===== config.mk =====
export PLATFORM = sky130hd
export DESIGN_NAME = fetdriver_deadtime_ctrl
export DESIGN_NICKNAME = d
export VERILOG_FILES = /design/src/rtl/fetdriver_pkg.sv /design/src/rtl/fetdriver_sync2.sv /design/src/rtl/fetdriver_deadtime_ctrl.sv
export SDC_FILE = /design/constraint.sdc
export NUM_CORES = 1
export LEC_CHECK = 0
export CAP_MARGIN = 15
export CORE_MARGIN = 2
export CORE_UTILIZATION = 65
export DETAILED_ROUTE_END_ITERATION = 16
export DONT_BUFFER_PORTS = 1
export PLACE_DENSITY = 0.81
export SYNTH_ARGS = -nofsm -noshare
export SYNTH_HDL_FRONTEND = slang
export SYNTH_SLANG_ARGS = --single-unit

===== constraint.sdc =====
create_clock -name clk -period 4.3 [get_ports clk]
set_input_delay 0.43 -clock clk [delete_from_list [all_inputs] [get_ports clk]]
set_output_delay 0.43 -clock clk [all_outputs]
set_load 0.01 [all_outputs]

===== src/rtl/fetdriver_pkg.sv =====
// Shared types and constants for the half-bridge break-before-make gate controller.
package fetdriver_pkg;

  typedef enum logic [2:0] {
    OFF       = 3'd0,
    DT_TO_TOP = 3'd1,
    TOP_ON    = 3'd2,
    DT_TO_BOT = 3'd3,
    BOT_ON    = 3'd4,
    FAULT_ST  = 3'd5
  } state_t;

  localparam int CNT_W_DEFAULT = 8;

  // Legal ranges for the timing parameters.
  localparam int DT_CYCLES_MIN = 1;
  localparam int DT_CYCLES_MAX = 255;
  localparam int MIN_ON_MIN    = 1;
  localparam int MIN_ON_MAX    = 255;

endpackage


===== src/rtl/fetdriver_sync2.sv =====
// Two-flop synchroniser for a single asynchronous level, reset to 0.
module fetdriver_sync2 (
  input  logic clk,
  input  logic rstn,
  input  logic d,
  output logic q
);

  logic [1:0] sync_ff;

  // NOTE: sequential state uses non-blocking assignments so every flop samples pre-edge values.
  always_ff @(posedge clk or negedge rstn) begin
    if (!rstn) sync_ff <= 2'b00;
    else       sync_ff <= {sync_ff[0], d};
  end

  assign q = sync_ff[1];

endmodule


===== src/rtl/fetdriver_deadtime_ctrl.sv =====
// Break-before-make gate controller: PMOS top (active-low) / NMOS bottom (active-high)
// from one PWM command, with dead time, minimum on-time and a latched fault.
module fetdriver_deadtime_ctrl
  import fetdriver_pkg::*;
#(
  parameter int DT_CYCLES = 4,
  parameter int MIN_ON    = 8,
  parameter int CNT_W     = CNT_W_DEFAULT
) (
  input  logic clk,
  input  logic rstn,
  input  logic enable,
  input  logic pwm_in,
  input  logic fault,
  input  logic fault_clr,
  output logic top_gate_n,
  output logic bot_gate,
  output logic fault_latched,
  output logic in_dt
);

  state_t           state, nxt;
  logic [CNT_W-1:0] cnt;
  logic             pwm_s;
  logic             dt_done, on_done;

  fetdriver_sync2 u_pwm_sync (
    .clk  (clk),
    .rstn (rstn),
    .d    (pwm_in),
    .q    (pwm_s)
  );

  assign dt_done = (cnt == CNT_W'(DT_CYCLES - 1));
  assign on_done = (cnt >= CNT_W'(MIN_ON));

  // Priority: fault, then enable, then PWM. Turning both gates off never needs dead time.
  // NOTE: nxt gets a default before any branch so no latch is inferred.
  always_comb begin
    nxt = state;
    if (fault) begin
      nxt = FAULT_ST;
    end else if (state == FAULT_ST) begin
      if (fault_clr) nxt = OFF;
    end else if (!enable) begin
      nxt = OFF;
    end else begin
      case (state)
        OFF:       nxt = pwm_s ? DT_TO_TOP : DT_TO_BOT;
        DT_TO_TOP: if (dt_done) nxt = pwm_s ? TOP_ON : DT_TO_BOT;
        TOP_ON:    if (!pwm_s && on_done) nxt = DT_TO_BOT;
        DT_TO_BOT: if (dt_done) nxt = pwm_s ? DT_TO_TOP : BOT_ON;
        BOT_ON:    if (pwm_s && on_done) nxt = DT_TO_TOP;
        default:   nxt = OFF;
      endcase
    end
  end

  // Outputs are decoded from nxt so they change on the same edge the state is entered.
  always_ff @(posedge clk or negedge rstn) begin
    if (!rstn) begin
      state         <= OFF;
      cnt           <= '0;
      top_gate_n    <= 1'b1;
      bot_gate      <= 1'b0;
      fault_latched <= 1'b0;
      in_dt         <= 1'b0;
    end else begin
      state <= nxt;
      if (nxt != state)   cnt <= '0;
      else if (cnt != '1) cnt <= cnt + 1'b1;
      top_gate_n    <= (nxt != TOP_ON);
      bot_gate      <= (nxt == BOT_ON);
      fault_latched <= (nxt == FAULT_ST);
      in_dt         <= (nxt == DT_TO_TOP) || (nxt == DT_TO_BOT);
    end
  end

endmodule

==> metrics.md, run 1 <==
| Metric | Value |
|---|---|
| Result of the run | `complete, no violations` |
| Number of slew-limit violations in the final report | `0` |
| Setup violators final | `0` |
| Max-Cap Viols | `0` |
| Area occupied by multi-input gates | `547 um^2` |
| Layout area overhead | `2.06%` |
| Highest Clock Rate | `477 MHz` |
| DRC Markers | `0` |
| Via total after detailed routing | `784` |
| Number of global-route vias before repair | `726` |
| Accumulated negative setup slack | `0 ns` |
| Number of enable-type register cells in the synthesized netlist | `0` |
| WL per Instance | `16.5 um` |
| Mapped Area | `1030 um^2` |
| Number of clock buffers inserted by TritonCTS | `3` |
| Max-slew headroom | `49.4%` |
| Clock slew at the register clock pins of the worst setup and hold paths | `0.09 ns` |
| Vias/cell | `6.76` |
| Met3 capacity usage during global routing | `3.75%` |
| Crit. End Element | `flip-flop` |
| Sequential Area | `427 um^2` |
| Sort of element at the start of the critical path | `flip-flop` |
| First-pass GRT wire length | `3.28 mm` |
| Number of synthesis warnings | `0` |
| Clock tree from TritonCTS | `done` |
| Category of the most critical setup path | `flip-flop to flip-flop` |
| Number of flip-flops and latches in the synthesized netlist | `17` |
| Pwr/cell area | `301 nW/um^2` |
| Final hold viol count | `0` |
| Initial antenna violation count | `0` |
| Starting density of the core | `69.2%` |
| Setup slack of the worst register-to-register path | `2.20 ns` |
| Post-route clock skew | `0.000892 ns` |
| Adder-cell share of the synthesized area | `2.43%` |
| Syn avg cell area | `10.3 um^2` |
| Share of the cycle needed by the critical path after routing | `48.7%` |
| Share of flip-flops with an asynchronous set or reset after synthesis | `100%` |
| Antenna fix cells | `0` |
| Synth top area share | `38.8%` |
| Detail Placement HPWL | `1.39 mm` |
| Commonest non-fill, non-tap cells in the layout | `16 x sky130_fd_sc_hd__dfrtp_1, 8 x sky130_fd_sc_hd__nor4_1, 7 x sky130_fd_sc_hd__o21ai_0` |
| Number of nets at the end of the flow | `109` |
| Peak supply drop | `0.287 mV` |
| CTS root buf | `sky130_fd_sc_hd__clkbuf_4` |
| Dominant register cell in the synthesized netlist | `sky130_fd_sc_hd__dfrtp_1` |
| Static leakage | `0.000430 uW` |
| Placer congestion estimate | `0.882` |
| Number of H-tree branching levels | `1` |
| Yosys cell types | `43` |
| Post-Syn Nets | `108` |
| Met2 routing resource usage after global routing | `37.1%` |
| Detailed-route wire length | `1.91 mm` |
| Worst hold-check path type | `input pin to flip-flop` |
| Post-Syn Instances | `100` |
| Non-filler instance count after layout | `116` |
| Fill count | `111` |
| Fraction of layout instances using a drive strength above 1 | `14.0%` |
| Xor and xnor fraction of the mapped netlist area | `5.83%` |
| Crit path arrival time | `2.28 ns` |
| Worst Tran Pin Value | `0.756 ns` |
| Post-CTS resize count | `0` |
| Most common cell after layout, fill and taps aside | `sky130_fd_sc_hd__dfrtp_1` |
| Clock Latency Late Sink | `0.29 ns` |
| Largest net degree at the start of global routing | `18` |
| Maximum clock path buffer count | `2` |
| Total die area | `1920 um^2` |
| Global Route met1 Usage | `32.8%` |
| Cell types occupying the most area after synthesis | `sky130_fd_sc_hd__dfrtp_1 39%, sky130_fd_sc_hd__nor4_1 4.9%, sky130_fd_sc_hd__o21ai_0 3.4%` |
| Number of placed cells counting well taps | `111` |
| Setup repair after global routing missed its margin | `no` |
| Share of the yosys chip area belonging to registers | `41.4%` |
| Leftover overflow at the end of global routing | `0` |
| Number of detailed-route iterations in the first pass | `4` |
| Iter 0 DRT Violations | `26` |
| Post-route minimum period | `2.10 ns` |
| Fraction of the mapped netlist area in compound gates | `19.3%` |
| CORE AREA | `1490 um^2` |
| Horizontal die dimension | `43.8 um` |
| Share of synthesized area spent on multiplexers | `2.06%` |
| Main combinational cell family by area after synthesis | `simple AND/OR/NAND/NOR gates` |
| Rows | `14` |
| Dominant cell type by area after synthesis | `sky130_fd_sc_hd__dfrtp_1` |
| Overall die height | `43.8 um` |
| Max Fanout on Critical Path | `8` |
| Data required time of the critical path | `4.49 ns` |
| Global routing usage summed across all routing layers | `23.6%` |
| Port buffer count | `0` |
| Remaining antenna violation count | `0` |
| Num ports | `10` |
| Post-synthesis simple-gate area fraction | `23.4%` |
| Clock sink count | `17` |
| Layer with the highest usage after global routing | `met2` |
-- sequential cells by signal, indices dropped and copies added, names as in the netlist --
| register | cells |
|---|---|
| in_dt | 1 |
| cnt | 8 |
| state | 3 |
| bot_gate | 1 |
| fault_latched | 1 |
| u_pwm_sync.sync_ff | 2 |
| top_gate_n | 1 |
-- cells by family (layout without fill, tap and decap cells) --
kind of cell	after synthesis	in the layout
xor+xnor	6	6
mux	2	2
simple gates	37	37
compound gates	25	25
flops	17	17
fa+ha+maj	2	2
buf+inv	11	11
-- cells in the mapped netlist, types with 3 or more instances --
library cell and number:
sky130_fd_sc_hd__nand2_1 4, sky130_fd_sc_hd__nor2b_1 3, sky130_fd_sc_hd__dfrtp_1 16, sky130_fd_sc_hd__inv_1 6, sky130_fd_sc_hd__xor2_1 3, sky130_fd_sc_hd__nand3b_1 3, sky130_fd_sc_hd__o21ai_0 7, sky130_fd_sc_hd__nor4_1 8
sky130_fd_sc_hd__nor2_1 6
-- per-stage QoR --
step	util, %	hold slack (ns)	setup slack (ns)	total power [uW]	instance area [um^2]
floorplan	-	0.134	2.45	221	1030
global placement	68.2	0.135	2.29	228	1020
detailed placement	68.2	0.135	2.23	230	1020
CTS	70.7	0.147	2.20	320	1050
global route	70.7	0.143	1.97	330	1050
finish	70.7	0.158	2.20	316	1050
-- path summary, 6_finish.rpt --
check | from | end | depth (start not counted)
max | cnt[1]$_DFFE_PN0P_ | cnt[7]$_DFFE_PN0P_ | 6
min reg2reg | u_pwm_sync.sync_ff[0]$_DFF_PN0_ | u_pwm_sync.sync_ff[1]$_DFF_PN0_ | 0
min | pwm_in | u_pwm_sync.sync_ff[0]$_DFF_PN0_ | 0
max reg2reg | cnt[1]$_DFFE_PN0P_ | cnt[7]$_DFFE_PN0P_ | 6
min in group asynchronous | rstn | state[1]$_DFF_PN0_ | 1
max in group asynchronous | rstn | fault_latched$_DFF_PN0_ | 1
-- layout make-up --
| type | count | area share (%) |
|---|---|---|
| inverter | 6 | 2.14 |
| clock buffer | 4 | 2.50 |
| sequential | 17 | 40.5 |
| timing repair buffer | 1 | 0.951 |
| tap | 16 | 1.90 |
| multi-input combinational | 72 | 52.0 |
-- power breakdown --
group          switching [uW]  internal, uW  total, uW
registers                11.5           168        180
clock network            49.5          36.1       85.5
logic                    30.7          20.2       50.9
-- worst max-delay path, stage by stage (launching register included) --
cell,delay (ns)
sky130_fd_sc_hd__dfrtp_1,0.39
sky130_fd_sc_hd__ha_1,0.23
sky130_fd_sc_hd__nor4b_4,0.30
sky130_fd_sc_hd__a22oi_2,0.15
sky130_fd_sc_hd__a2111oi_4,0.43
sky130_fd_sc_hd__xnor2_2,0.20
sky130_fd_sc_hd__nor4_1,0.29
-- repair_timing --
action / 4_1_cts / 5_1_grt
buffers inserted: 0 / 0
hold buffers: 1 / 0
hold endpoints to repair: 17 / 0
endpoints found under the setup margin: 0 / 0
-- per-layer routing --
metal	wire length (um)	up-vias
met5	0	-
met4	27	0
met1	849	374
met3	112	4
li1	-	375
met2	920	31
Note: power is estimated with default switching activity, not from simulation.
==> run 2, diff against run 1 <==
--- a/config.mk
+++ b/config.mk
@@ -7,10 +7,10 @@
 export LEC_CHECK = 0
 export CAP_MARGIN = 15
 export CORE_MARGIN = 2
-export CORE_UTILIZATION = 65
+export CORE_UTILIZATION = 60
 export DETAILED_ROUTE_END_ITERATION = 16
 export DONT_BUFFER_PORTS = 1
-export PLACE_DENSITY = 0.81
+export PLACE_DENSITY = 0.76
 export SYNTH_ARGS = -nofsm -noshare
 export SYNTH_HDL_FRONTEND = slang
 export SYNTH_SLANG_ARGS = --single-unit
==> constraint.sdc (replaced) <==
create_clock -name clk -period 2.2 [get_ports clk]
set_input_delay 0.22 -clock clk [delete_from_list [all_inputs] [get_ports clk]]
set_output_delay 0.22 -clock clk [all_outputs]
set_load 0.01 [all_outputs]
==> run 2 against run 1 <==
Net effect: sequential power increased by 94%; global-route usage rose by 0.75 points; die area increased by 7.6%; sequential cell count stayed put; critical path depth unchanged; clock-buffer cell count is 1 lower; clock power is 100% higher; fmax rose by 1.6%; combinational power increased by 140%; design area grew 8.2%; via count grew 4.6%; critical path type unchanged.
==> metrics.md, run 2 (synthesis results as in run 1) <==
| Metric | Value |
|---|---|
| Result of the run | `complete, no violations` |
| First-pass GRT wire length | `3.44 mm` |
| Overall die height | `45.5 um` |
| Starting density of the core | `66.1%` |
| Clock tree from TritonCTS | `done` |
| Number of placed cells counting well taps | `114` |
| Leftover overflow at the end of global routing | `0` |
| Number of slew-limit violations in the final report | `0` |
| Iter 0 DRT Violations | `37` |
| Placer congestion estimate | `0.853` |
| Remaining antenna violation count | `0` |
| Clock Latency Late Sink | `0.30 ns` |
| Commonest non-fill, non-tap cells in the layout | `16 x sky130_fd_sc_hd__dfrtp_1, 7 x sky130_fd_sc_hd__o21ai_0, 6 x sky130_fd_sc_hd__inv_1, 6 x sky130_fd_sc_hd__nor2_1, 6 x sky130_fd_sc_hd__nor4_1` |
| Fraction of layout instances using a drive strength above 1 | `21.5%` |
| Number of clock buffers inserted by TritonCTS | `3` |
| Maximum clock path buffer count | `2` |
| Max-slew headroom | `46.2%` |
| Post-route clock skew | `0.00760 ns` |
| Cell type group with the largest total delay on the critical path | `compound AO/OA/AOI/OAI gates` |
| DRC Markers | `0` |
| Horizontal die dimension | `45.5 um` |
| Worst hold-check path type | `input pin to flip-flop` |
| Data required time of the critical path | `2.37 ns` |
| Rows | `14` |
| Crit. End Element | `flip-flop` |
| CTS root buf | `sky130_fd_sc_hd__clkbuf_4` |
| Port buffer count | `0` |
| Total die area | `2070 um^2` |
| Setup repair after global routing missed its margin | `no` |
| Worst-path cell with the longest stage delay | `sky130_fd_sc_hd__dfrtp_1` |
| Crit path arrival time | `2.24 ns` |
| Layout area overhead | `10.4%` |
| Register ranked first by flip-flop count | `cnt` |
| Detailed-route wire length | `2.20 mm` |
| Number of detailed-route iterations in the first pass | `4` |
| Highest Clock Rate | `485 MHz` |
| Count of buffering cells on the critical path with inverters included | `0` |
| Final hold viol count | `0` |
| Non-filler instance count after layout | `123` |
| Num ports | `10` |
| Pwr/cell area | `566 nW/um^2` |
| Initial antenna violation count | `0` |
| Detail Placement HPWL | `1.48 mm` |
| Static leakage | `0.000471 uW` |
| Peak supply drop | `0.531 mV` |
| Setup violators final | `0` |
| Number of nets at the end of the flow | `116` |
| Accumulated negative setup slack | `0 ns` |
| Sort of element at the start of the critical path | `flip-flop` |
| Antenna fix cells | `0` |
| Vias/cell | `6.67` |
| CORE AREA | `1560 um^2` |
| Largest registers | `cnt (8), state (3), u_pwm_sync.sync_ff (2)` |
| Share of the cycle needed by the critical path after routing | `93.8%` |
| Worst Tran Pin Value | `0.804 ns` |
| Category of the most critical setup path | `flip-flop to flip-flop` |
| Post-route minimum period | `2.06 ns` |
| WL per Instance | `17.8 um` |
| Clock slew at the register clock pins of the worst setup and hold paths | `0.10 ns` |
| Most common cell after layout, fill and taps aside | `sky130_fd_sc_hd__dfrtp_1` |
| Global routing usage summed across all routing layers | `24.3%` |
| Number of global-route vias before repair | `735` |
| Crit path largest cell delay | `0.43 ns` |
| Clock sink count | `17` |
| Max FFs per register | `8` |
| Via total after detailed routing | `820` |
| Max Fanout on Critical Path | `8` |
| Number of H-tree branching levels | `1` |
| Max-Cap Viols | `0` |
| Largest net degree at the start of global routing | `18` |
| Worst path cell trace | `ha_1 -> nor4b_4 -> and2_2 -> a221oi_1 -> a21o_1 -> nor4_1` |
run 2: cell types whose count changed in the layout (fill, tap and decap cells not counted), sizes merged:
cell	change
clkbuf	-1
buf	+5
dlygate4sd3	+2
clkinv	+1
run 2: worst register-to-register path, cell delays in order, from the launching register on:
cell                       delay (ns)
sky130_fd_sc_hd__dfrtp_1         0.43
sky130_fd_sc_hd__ha_1            0.24
sky130_fd_sc_hd__nor4b_4         0.15
sky130_fd_sc_hd__and2_2          0.26
sky130_fd_sc_hd__a221oi_1        0.39
sky130_fd_sc_hd__a21o_1          0.36
sky130_fd_sc_hd__nor4_1          0.11
run 2: report_power, final:
part	leakage, uW	switching, uW	internal, uW	total [uW]
sequential	0.000218	19.8	329	349
combinational	0.000235	72.8	48.6	121
clock	0.0000177	106	68.0	174
total	0.000471	199	446	644
run 2: layout make-up:
cell class              instances  area, um^2
flip-flops and latches         17         427
inverters                       6        22.5
multi-input cells              72         574
clock inverters                 1        5.00
well taps                      16        20.0
fillers                       122         420
clock buffers                   3        22.5
repair buffers                  8        67.6
run 2: repair_timing:
| item | in CTS | in global routing |
|---|---|---|
| hold endpoints to repair | 19 | 0 |
| resized for setup | 0 | 4 |
| setup endpoints to repair | 0 | 8 |
| buffers inserted | 0 | 2 |
| hold buffers | 3 | 0 |
run 2: metrics by stage:
step                      hold WS [ns]  cell area, um^2  power [uW]  util [%]  worst slack [ns]
final                           0.0843             1140         644      73.0             0.137
after global routing             0.106             1140         670      73.0          0.000678
after CTS                       0.0850             1100         637      70.3            0.0501
after detailed placement       -0.0751             1040         453      66.6            0.0810
after global placement         -0.0752             1040         450      66.6             0.149
after floorplan                -0.0756             1030         431         -             0.346
run 2: metal layers:
metal	GRT usage (%)	wire, um	vias up
met2	33.2	1030	27
li1	-	-	387
met1	36.1	1010	401
met4	14.1	55	0
met3	3.97	102	5
met5	0	0	-
run 2: path summary, 6_finish.rpt:
kind / start / endpoint / slack (ns) / depth (start not counted)
setup / recovery: cnt[1]$_DFFE_PN0P_ / cnt[2]$_DFFE_PN0P_ / 0.14 / 6
max in group asynchronous: rstn / bot_gate$_DFF_PN0_ / 1.26 / 1
hold / removal: fault / fault_latched$_DFF_PN0_ / 0.08 / 1
setup reg to reg: cnt[1]$_DFFE_PN0P_ / cnt[2]$_DFFE_PN0P_ / 0.14 / 6
min in group asynchronous: rstn / state[1]$_DFF_PN0_ / 0.44 / 1
hold reg to reg: u_pwm_sync.sync_ff[0]$_DFF_PN0_ / u_pwm_sync.sync_ff[1]$_DFF_PN0_ / 0.36 / 0
==> run 3, diff against run 2 <==
--- a/config.mk
+++ b/config.mk
@@ -6,11 +6,14 @@
 export NUM_CORES = 1
 export LEC_CHECK = 0
 export CAP_MARGIN = 15
+export CELL_PAD_IN_SITES_DETAIL_PLACEMENT = 1
+export CELL_PAD_IN_SITES_GLOBAL_PLACEMENT = 2
+export CORE_ASPECT_RATIO = 1.5
 export CORE_MARGIN = 2
-export CORE_UTILIZATION = 60
+export CORE_UTILIZATION = 39
 export DETAILED_ROUTE_END_ITERATION = 16
 export DONT_BUFFER_PORTS = 1
-export PLACE_DENSITY = 0.76
+export PLACE_DENSITY_LB_ADDON = 0.1
 export SYNTH_ARGS = -nofsm -noshare
 export SYNTH_HDL_FRONTEND = slang
 export SYNTH_SLANG_ARGS = --single-unit
==> constraint.sdc (replaced) <==
create_clock -name clk -period 2.2 [get_ports clk]
set_input_delay 0.22 -clock clk [delete_from_list [all_inputs] [get_ports clk]]
set_output_delay 0.22 -clock clk [all_outputs]
set_load 0.005 [all_outputs]
==> run 3 against run 2 <==
Net effect: fmax rose by 0.21%; clock skew is 0.0036 ns lower; core utilization is 24 points lower; sequential power about the same; global-route usage down 6.3 points; total power rose by 0.96%; worst setup slack better by 0.0044 ns; worst hold slack gained 0.031 ns; critical endpoint unchanged; largest power group unchanged.
==> metrics.md, run 3 (synthesis results as in run 1) <==
| Metric | Value |
|---|---|
| Commonest non-fill, non-tap cells in the layout | `16 x sky130_fd_sc_hd__dfrtp_1, 10 x sky130_fd_sc_hd__buf_4, 7 x sky130_fd_sc_hd__o21ai_0` |
| Via total after detailed routing | `843` |
| Leftover overflow at the end of global routing | `0` |
| Number of clock buffers inserted by TritonCTS | `3` |
| Clock tree from TritonCTS | `done` |
| Global routing usage summed across all routing layers | `18.1%` |
| Clock power frac | `25.5%` |
| Worst Tran Pin Value | `0.789 ns` |
| Data required time of the critical path | `2.38 ns` |
| Layout area overhead | `17.0%` |
| CORE AREA | `2480 um^2` |
| Num ports | `10` |
| Number of nets at the end of the flow | `121` |
| Initial antenna violation count | `0` |
| First-pass GRT wire length | `4.00 mm` |
| Crit. End Element | `flip-flop` |
| Switching power of the nets | `199 uW` |
| Category of the most critical setup path | `flip-flop to flip-flop` |
| CTS root buf | `sky130_fd_sc_hd__clkbuf_4` |
| Detail Placement HPWL | `1.87 mm` |
| Post-route minimum period | `2.06 ns` |
| Port buffer count | `0` |
| Met2 routing resource usage after global routing | `30.7%` |
| Layer with the highest usage after global routing | `met2` |
| Worst hold-check path type | `input pin to flip-flop` |
| Share of the cycle needed by the critical path after routing | `93.6%` |
| Antenna fix cells | `0` |
| Crit path largest cell delay | `0.41 ns` |
| Worst-path cell with the longest stage delay | `sky130_fd_sc_hd__dfrtp_1` |
| Iter 0 DRT Violations | `19` |
| PnR Total Power | `651 uW` |
| Maximum clock path buffer count | `2` |
| Register ranked first by flip-flop count | `cnt` |
| Vias/cell | `6.20` |
| Fraction of power spent switching nets | `30.6%` |
| Max Fanout on Critical Path | `8` |
| WL per Instance | `19.1 um` |
| Rows | `22` |
| Static leakage | `0.000495 uW` |
| Result of the run | `complete, no violations` |
| Detailed-route wire length | `2.60 mm` |
| DRC Markers | `0` |
| Fraction of layout instances using a drive strength above 1 | `27.7%` |
| Overall die height | `67.0 um` |
| Pwr/cell area | `539 nW/um^2` |
| Sequential group share of total power | `53.3%` |
| Sort of element at the start of the critical path | `flip-flop` |
| Clock Latency Late Sink | `0.28 ns` |
| Placer congestion estimate | `0.884` |
| Max FFs per register | `8` |
| Largest registers | `cnt (8), state (3), u_pwm_sync.sync_ff (2)` |
| Int Pwr | `452 uW` |
| Part of the power in combinational logic | `21.2%` |
| Total die area | `3080 um^2` |
| Accumulated negative setup slack | `0 ns` |
| Number of global-route vias before repair | `848` |
| Number of H-tree branching levels | `1` |
| Clock slew at the register clock pins of the worst setup and hold paths | `0.10 ns` |
| Design Area, Final | `1210 um^2` |
| Clock sink count | `17` |
| Met3 capacity usage during global routing | `2.98%` |
| Max-Cap Viols | `0` |
| Global Route met1 Usage | `20.8%` |
| Horizontal die dimension | `46.0 um` |
| Post-route clock skew | `0.00398 ns` |
| Worst path cell trace | `ha_2 -> nor4b_4 -> a22oi_2 -> a2111oi_4 -> buf_4 -> xnor2_4 -> nor4_1` |
| Most common cell after layout, fill and taps aside | `sky130_fd_sc_hd__dfrtp_1` |
| Starting density of the core | `41.6%` |
| Setup repair after global routing missed its margin | `no` |
| Highest Clock Rate | `486 MHz` |
| Number of detailed-route iterations in the first pass | `4` |
| Crit path arrival time | `2.24 ns` |
| Final hold viol count | `0` |
| Largest net degree at the start of global routing | `18` |
| Setup violators final | `0` |
| Number of slew-limit violations in the final report | `0` |
| Max-slew headroom | `47.2%` |
| Remaining antenna violation count | `0` |
| Peak supply drop | `0.242 mV` |
| Post-DP Area | `1070 um^2` |
run 3: area by class of cell:
cell class	instances	area [um^2]
fillers	282	1270
multi-input cells	72	594
flip-flops and latches	17	427
repair buffers	13	105
well taps	24	30.0
clock buffers	3	22.5
inverters	6	22.5
clock inverters	1	5.00
run 3: stage by stage:
stage / hold WS [ns] / utilization, % / setup WS (ns) / instances
after global placement: -0.0751 / 43.2 / 0.0888 / 125
after global routing: 0.103 / 48.7 / 0.00279 / 136
after CTS: 0.101 / 45.8 / 0.0230 / 132
after floorplan: -0.0756 / - / 0.346 / 100
final: 0.115 / 48.7 / 0.142 / 136
after detailed placement: -0.0751 / 43.2 / 0.0373 / 125
run 3: worst max-delay path: cells and delay by family (launching register included):
kind / cells / cell delay [ns]
DFF: 1 / 0.41
xor gates and xnor gates: 1 / 0.13
AOI/OAI and AO/OA: 2 / 0.37
buffers and inverters: 1 / 0.21
adders and majority gates: 1 / 0.23
and+or+nand+nor: 2 / 0.59
run 3: per-layer routing:
| layer | share of wire [%] | wire length (um) |
|---|---|---|
| met1 | 39 | 1030 |
| met2 | 54 | 1400 |
| met3 | 3.2 | 82 |
| met4 | 3.3 | 87 |
| met5 | 0 | 0 |
run 3: power groups by stage:
stage          Clock, uW  Combinational, uW  Sequential, uW
4_1_cts              176                120             347
3_5_place_dp           0                105             353
3_3_place_gp           0                103             352
6_report             166                138             346
2_1_floorplan          0               85.4             344
5_1_grt              187                152             350
run 3: worst paths after layout:
path	startpoint	endpoint	slack, ns	cells past startpoint
setup / recovery	cnt[1]$_DFFE_PN0P_	cnt[2]$_DFFE_PN0P_	0.14	7
hold / removal	fault	fault_latched$_DFF_PN0_	0.12	1
setup reg to reg	cnt[1]$_DFFE_PN0P_	cnt[2]$_DFFE_PN0P_	0.14	7
hold reg to reg	u_pwm_sync.sync_ff[0]$_DFF_PN0_	u_pwm_sync.sync_ff[1]$_DFF_PN0_	0.37	0
max in group asynchronous	rstn	u_pwm_sync.sync_ff[1]$_DFF_PN0_	1.26	1
min in group asynchronous	rstn	cnt[7]$_DFFE_PN0P_	0.45	1
run 3: what timing repair did:
action / in CTS / in global routing
hold buffers: 3 / 0
pin swaps: 0 / 1
endpoints found under the hold margin: 19 / 0
resized for setup: 1 / 8
setup endpoints to repair: 1 / 8
setup buffers: 0 / 4
